[src/rtl/arm_pkg.sv]
// Shared types and widths for the ARM pipeline stages.
package arm_pkg;
   localparam int INSTR_W = 32;
   localparam int PC_W    = 32;

   typedef enum logic [1:0] {
      FETCH = 2'd0,
      STALL = 2'd1,
      DRAIN = 2'd2
   } fetch_state_t;

   function automatic logic [PC_W-1:0] pc_plus4(input logic [PC_W-1:0] pc);
      return pc + 32'd4;
   endfunction
endpackage

[src/rtl/fetch_stage_if.sv]
// Instruction-memory req/ack bus between the fetch stage and memory.
interface fetch_stage_if;
   import arm_pkg::*;

   logic               imem_req;
   logic [PC_W-1:0]    imem_addr;
   logic               imem_ack;
   logic [INSTR_W-1:0] imem_rdata;

   modport master (output imem_req, imem_addr, input imem_ack, imem_rdata);
   modport slave  (input imem_req, imem_addr, output imem_ack, imem_rdata);
endinterface

[src/rtl/if_id_reg.sv]
// Generic pipeline stage register: flush beats freeze, freeze beats load.
module if_id_reg
   import arm_pkg::*;
#(
   parameter int PC_WIDTH   = PC_W,
   parameter int DATA_WIDTH = INSTR_W
) (
   input  logic                  clk,
   input  logic                  rst,
   input  logic                  freeze,
   input  logic                  flush,
   input  logic                  load,
   input  logic [PC_WIDTH-1:0]   pc_in,
   input  logic [DATA_WIDTH-1:0] instr_in,
   output logic [PC_WIDTH-1:0]   pc_ID,
   output logic [DATA_WIDTH-1:0] instr_ID,
   output logic                  valid_ID
);
   always_ff @(posedge clk or posedge rst) begin
      if (rst) begin
         pc_ID    <= '0;
         instr_ID <= '0;
         valid_ID <= 1'b0;
      end else if (flush) begin
         valid_ID <= 1'b0;
      end else if (!freeze && load) begin
         pc_ID    <= pc_in;
         instr_ID <= instr_in;
         valid_ID <= 1'b1;
      end
   end
endmodule

[src/rtl/fetch_stage.sv]
// Instruction fetch with PC, one-entry skid buffer and FETCH/STALL/DRAIN FSM
// feeding the IF/ID register.
module fetch_stage
   import arm_pkg::*;
#(
   parameter logic [PC_W-1:0] RESET_PC = 32'h0000_0000
) (
   input  logic               clk,
   input  logic               rst,
   input  logic               freeze,
   input  logic               branch_taken,
   input  logic [PC_W-1:0]    branch_addr,
   fetch_stage_if.master      imem,
   output logic [PC_W-1:0]    pc_ID,
   output logic [INSTR_W-1:0] instr_ID,
   output logic               valid_ID
);
   fetch_state_t       r_state;
   fetch_state_t       w_state_next;
   logic [PC_W-1:0]    r_pc;
   logic [PC_W-1:0]    w_pc_next;
   logic [PC_W-1:0]    w_pc_plus4;
   logic [INSTR_W-1:0] r_skid;
   logic [INSTR_W-1:0] w_skid_next;
   logic               r_skid_valid;
   logic               w_skid_valid_next;
   logic               w_flush;
   logic               w_load;
   logic [INSTR_W-1:0] w_instr_in;

   assign w_pc_plus4     = pc_plus4(r_pc);
   assign imem.imem_req  = !rst && (r_state != STALL);
   assign imem.imem_addr = r_pc;

   always_ff @(posedge clk or posedge rst) begin
      if (rst) begin
         r_state      <= FETCH;
         r_pc         <= RESET_PC;
         r_skid       <= '0;
         r_skid_valid <= 1'b0;
      end else begin
         r_state      <= w_state_next;
         r_pc         <= w_pc_next;
         r_skid       <= w_skid_next;
         r_skid_valid <= w_skid_valid_next;
      end
   end

   always_comb begin
      w_state_next      = r_state;
      w_pc_next         = r_pc;
      w_skid_next       = r_skid;
      w_skid_valid_next = r_skid_valid;
      w_flush           = 1'b0;
      w_load            = 1'b0;
      w_instr_in        = imem.imem_rdata;
      if (branch_taken) begin
         w_pc_next         = branch_addr;
         w_flush           = 1'b1;
         w_skid_valid_next = 1'b0;
         case (r_state)
            FETCH:   w_state_next = imem.imem_ack ? FETCH : DRAIN;
            STALL:   w_state_next = FETCH;
            DRAIN:   w_state_next = DRAIN;
            default: w_state_next = FETCH;
         endcase
      end else begin
         case (r_state)
            FETCH: begin
               if (imem.imem_ack) begin
                  if (freeze) begin
                     w_skid_next       = imem.imem_rdata;
                     w_skid_valid_next = 1'b1;
                     w_state_next      = STALL;
                  end else begin
                     w_load    = 1'b1;
                     w_pc_next = w_pc_plus4;
                  end
               end else if (!freeze) begin
                  w_flush = 1'b1;
               end
            end
            STALL: begin
               // Releasing freeze hands the captured word to ID without a refetch.
               if (!freeze) begin
                  w_state_next      = FETCH;
                  w_skid_valid_next = 1'b0;
                  if (r_skid_valid) begin
                     w_load     = 1'b1;
                     w_instr_in = r_skid;
                     w_pc_next  = w_pc_plus4;
                  end
               end
            end
            DRAIN: begin
               if (imem.imem_ack)
                  w_state_next = FETCH;
            end
            default: w_state_next = FETCH;
         endcase
      end
   end

   if_id_reg #(
      .PC_WIDTH   (PC_W),
      .DATA_WIDTH (INSTR_W)
   ) u_if_id_reg (
      .clk      (clk),
      .rst      (rst),
      .freeze   (freeze),
      .flush    (w_flush),
      .load     (w_load),
      .pc_in    (w_pc_plus4),
      .instr_in (w_instr_in),
      .pc_ID    (pc_ID),
      .instr_ID (instr_ID),
      .valid_ID (valid_ID)
   );
endmodule

[src/flat_wrapper.sv]
// flat-port wrapper written by rule: the top's interface ports become plain ports
module fetch_stage_flat import arm_pkg::*;
#(
   parameter logic [PC_W-1:0] RESET_PC = 32'h0000_0000
)
  (clk, rst, freeze, branch_taken, branch_addr, pc_ID, instr_ID, valid_ID, imem_imem_req, imem_imem_addr, imem_imem_ack, imem_imem_rdata);
  fetch_stage_if imem_i ();
  input  logic clk;
  input  logic rst;
  input  logic freeze;
  input  logic branch_taken;
  input  logic [PC_W-1:0] branch_addr;
  output logic [PC_W-1:0] pc_ID;
  output logic [INSTR_W-1:0] instr_ID;
  output logic valid_ID;
  output wire logic [$bits(imem_i.imem_req)-1:0] imem_imem_req;
  output wire logic [$bits(imem_i.imem_addr)-1:0] imem_imem_addr;
  input wire logic [$bits(imem_i.imem_ack)-1:0] imem_imem_ack;
  input wire logic [$bits(imem_i.imem_rdata)-1:0] imem_imem_rdata;
  assign imem_imem_req = imem_i.imem_req;
  assign imem_imem_addr = imem_i.imem_addr;
  assign imem_i.imem_ack = imem_imem_ack;
  assign imem_i.imem_rdata = imem_imem_rdata;
  fetch_stage #(.RESET_PC(RESET_PC)) u_core (.clk(clk), .rst(rst), .freeze(freeze), .branch_taken(branch_taken), .branch_addr(branch_addr), .imem(imem_i), .pc_ID(pc_ID), .instr_ID(instr_ID), .valid_ID(valid_ID));
endmodule
[config.mk]
export PLATFORM = sky130hd
export DESIGN_NAME = fetch_stage_flat
export DESIGN_NICKNAME = d
export VERILOG_FILES = /design/src/rtl/arm_pkg.sv /design/src/rtl/fetch_stage_if.sv /design/src/rtl/if_id_reg.sv /design/src/rtl/fetch_stage.sv /design/src/flat_wrapper.sv
export SDC_FILE = /design/constraint.sdc
export NUM_CORES = 1
export LEC_CHECK = 0
export BUFFER_PORTS_ARGS = -buffer_cell sky130_fd_sc_hd__buf_2
export CELL_PAD_IN_SITES_DETAIL_PLACEMENT = 1
export CELL_PAD_IN_SITES_GLOBAL_PLACEMENT = 1
export CORE_MARGIN = 4
export CORE_UTILIZATION = 46
export DETAILED_ROUTE_END_ITERATION = 8
export PLACE_DENSITY_LB_ADDON = 0.1
export SYNTH_ARGS = -nofsm -noshare
export SYNTH_HDL_FRONTEND = slang
export SYNTH_HIERARCHICAL = 1
export SYNTH_SLANG_ARGS = --single-unit
[constraint.sdc]
create_clock -name clk -period 3.97 [get_ports clk]
set_input_delay 0.794 -clock clk [delete_from_list [all_inputs] [get_ports clk]]
set_output_delay 0.794 -clock clk [all_outputs]
set_load 0.02 [all_outputs]
==> flow_metrics.py <==
metrics = {
    "clock_network": {
        "cts_root_buf": "clkbuf_16",
        "path_clk_slew_ps": 60,
        "cts.htree.levels": 4,
        "clock-sinks": 132,
        "numCtsBuffers": 17,
        "ctsHoldBuffers": 0,
        "cts_tree": "done",
        "clock_latency_ps": 420,
        "postCtsResizedCells": 0,
        "cts.path.max_buffers": 2,
        "postCtsSetupRepairBufs": 0,
    },
    "route": {
        "routed_wl_mm": 19.5,
        "dr.pass1.iters": 4,
        "vias_per_cell": 5.65,
        "drc": 0,
        "wire_per_inst_um": 21.1,
        "num_vias": 5239,
        "final_antenna_net_count": 0,
        "drt_iter0_markers": 319,
    },
    "timing": {
        "slew_headroom": 0.319,
        "tightest_slew_ps": 1020,
        "fmax_mhz": 410,
        "finalHoldViolCount": 0,
        "rsz0062_at_grt": "no",
        "setup_violations": 0,
        "tns_ps": 0,
        "fin_crit_sh": 0.615,
        "slew_viol_final": 0,
        "skew_ps": 6.12,
        "period_needed_ps": 2440,
    },
    "die": {
        "io_pins": 167,
        "die_x_um": 131,
        "dieArea_um2": 17200,
        "initial_core_util": 0.475,
        "fp-row-count": 44,
        "fp.dieH_um": 131,
        "core_area_um2": 14700,
    },
    "grt": {
        "globalRouteTotalUtil": 0.232,
        "overflow": 0,
        "grt_start_max_net_pins": 45,
        "grt_pass1_wl_mm": 32.2,
        "grt_pass1_vias": 5742,
        "antenna_found_initial": 0,
    },
    "synth": {
        "synth-main-ff-cell": "dfrtp_1",
        "yosysMostFrequentCell": "dfrtp_1",
        "yosysTopAreaCell": "dfrtp_1",
        "ys_ff_latch": 132,
        "ys.warnings.count": 6,
        "synthCells": 577,
        "synth_area_um2": 6990,
        "yosysTopAreaCellShare": 0.473,
        "synth_cell_types": 53,
        "synth-edff-count": 0,
        "avgSynthCellArea_um2": 12.1,
        "synth.area.top_cells": "dfrtp_1 (47%), mux2_4 (13%), mux2_2 (11%), xnor2_1 (2.9%), nand2_1 (1.9%)",
        "synth.top_cells.by_count": "dfrtp_1 (132), mux2_2 (70), mux2_4 (60), nand2_1 (36), nor2_1 (34)",
        "seq_area_frac_synth": 0.473,
        "syn_nets": 647,
        "ys_async_sr_fraction": 1.00,
    },
    "setup_path": {
        "worst-path-max-fanout": 23,
        "crit_arrival_ps": 2740,
        "r2r-start": "u_core/imem.imem_addr[2]",
        "reg2reg_to": "u_core/u_if_id_reg/pc_ID[20]",
        "crit_end": "u_core/u_if_id_reg/pc_ID[14]",
        "cp-start-kind": "input pin",
        "reg2regPathDepth": 6,
        "required_ps": 4270,
        "path_class": "input pin to register",
        "cp-startpoint": "freeze",
        "end_kind": "register",
        "rrSetupSlack_ps": 1540,
    },
    "power": {
        "finalPower_mw": 4.62,
        "powerDensity_nw_per_um2": 545,
        "p_leak_nw": 3.85,
        "vdd_ir_drop_max_v": 0.000303,
    },
    "run": {
        "drv_cap": 0,
    },
    "placement": {
        "dp_hpwl_mm": 13.6,
        "io_buffers": 166,
        "gp_congestion": 0.786,
    },
    "layout": {
        "area_growth_pct": 21.3,
        "drive_above_1_share": 0.471,
        "num-nets-final": 801,
        "antenna_cells": 0,
    },
    "hold_path": {
        "min_path_type": "input pin to asynchronous set/reset pin",
    },
    "outcome": {
        "status": "completed",
    },
}
## worst max-delay path, cell delays in order
cell     delay, ps
buf_2          140
nor2_1         400
nand2_1        130
nor2_1         150
nor3b_4        280
buf_4          460
mux2_4         350
## final cells by class
class                      count  area (µm²)
clock buffer                  17         425
clock inverter                14         185
fill                        1566        6220
inverter                       9        33.8
multi-input combinational    393        3370
sequential                   132        3300
tap                          184         230
timing repair buffer         178         933
## registers in the layout, summed over array words and instances, names as in the netlist
name and flops:
u_core/r_skid_valid 1, u_core/u_if_id_reg/valid_ID 1, u_core/imem.imem_addr 32, u_core/u_if_id_reg/instr_ID 32, u_core/r_state 2, u_core/u_if_id_reg/pc_ID 32, u_core/r_skid 32
## metal layers
metal | wire [µm] | track usage
met1 | 8600 | 0.297
met2 | 9710 | 0.395
met5 | 0 | 0
met4 | 336 | 0.0741
met3 | 869 | 0.0512
## kinds of logic after synthesis
family	count (synthesis)	synth area share
and+or+nand+nor	170	0.134
buffers and inverters	52	0.0485
DFF	132	0.473
xor gates and xnor gates	34	0.0426
AOI/OAI and AO/OA	54	0.0528
muxes	133	0.246
adders and majority gates	2	0.00322
## report_power, final
group | switching (mW) | internal, mW
clock network | 0.610 | 1.04
registers | 0.218 | 1.64
logic | 0.582 | 0.525
## how the worst min path moves through the flow
stage,start,cells past startpoint,endpoint,slack [ps]
CTS,rst,2,u_core/u_if_id_reg/valid_ID,240
detailed placement,u_core/r_skid[2],1,u_core/r_skid[2],490
global placement,u_core/r_skid[9],1,u_core/r_skid[9],480
finish,rst,2,u_core/u_if_id_reg/valid_ID,250
global route,rst,2,u_core/u_if_id_reg/valid_ID,230
floorplan,u_core/r_skid[0],1,u_core/r_skid[0],470
## through the flow
step	area, µm²	hold slack [ps]	instances	utilization	setup slack (ps)
6_report	8480	248	927	0.577	1530
5_1_grt	8480	229	927	0.577	1400
4_1_cts	8480	237	927	0.577	1550
3_5_place_dp	7870	490	896	0.535	1140
3_3_place_gp	7870	483	896	0.535	1160
2_1_floorplan	6990	475	577	-	1350
## layout by cell type (no fill, tap or decap), types with 8 or more instances in the layout
cell	instances
buf_2	166
dfrtp_1	132
mux2_2	70
mux2_4	60
nand2_1	36
nor2_1	34
xnor2_1	23
clkbuf_16	17
nand4_1	17
nand3_1	17
a31oi_1	17
xor2_1	11
nor3_1	11
or4_1	11
buf_4	11
o21ai_0	10
o31ai_1	9
nor4_1	8
Note: power is estimated with default switching activity, not from simulation.
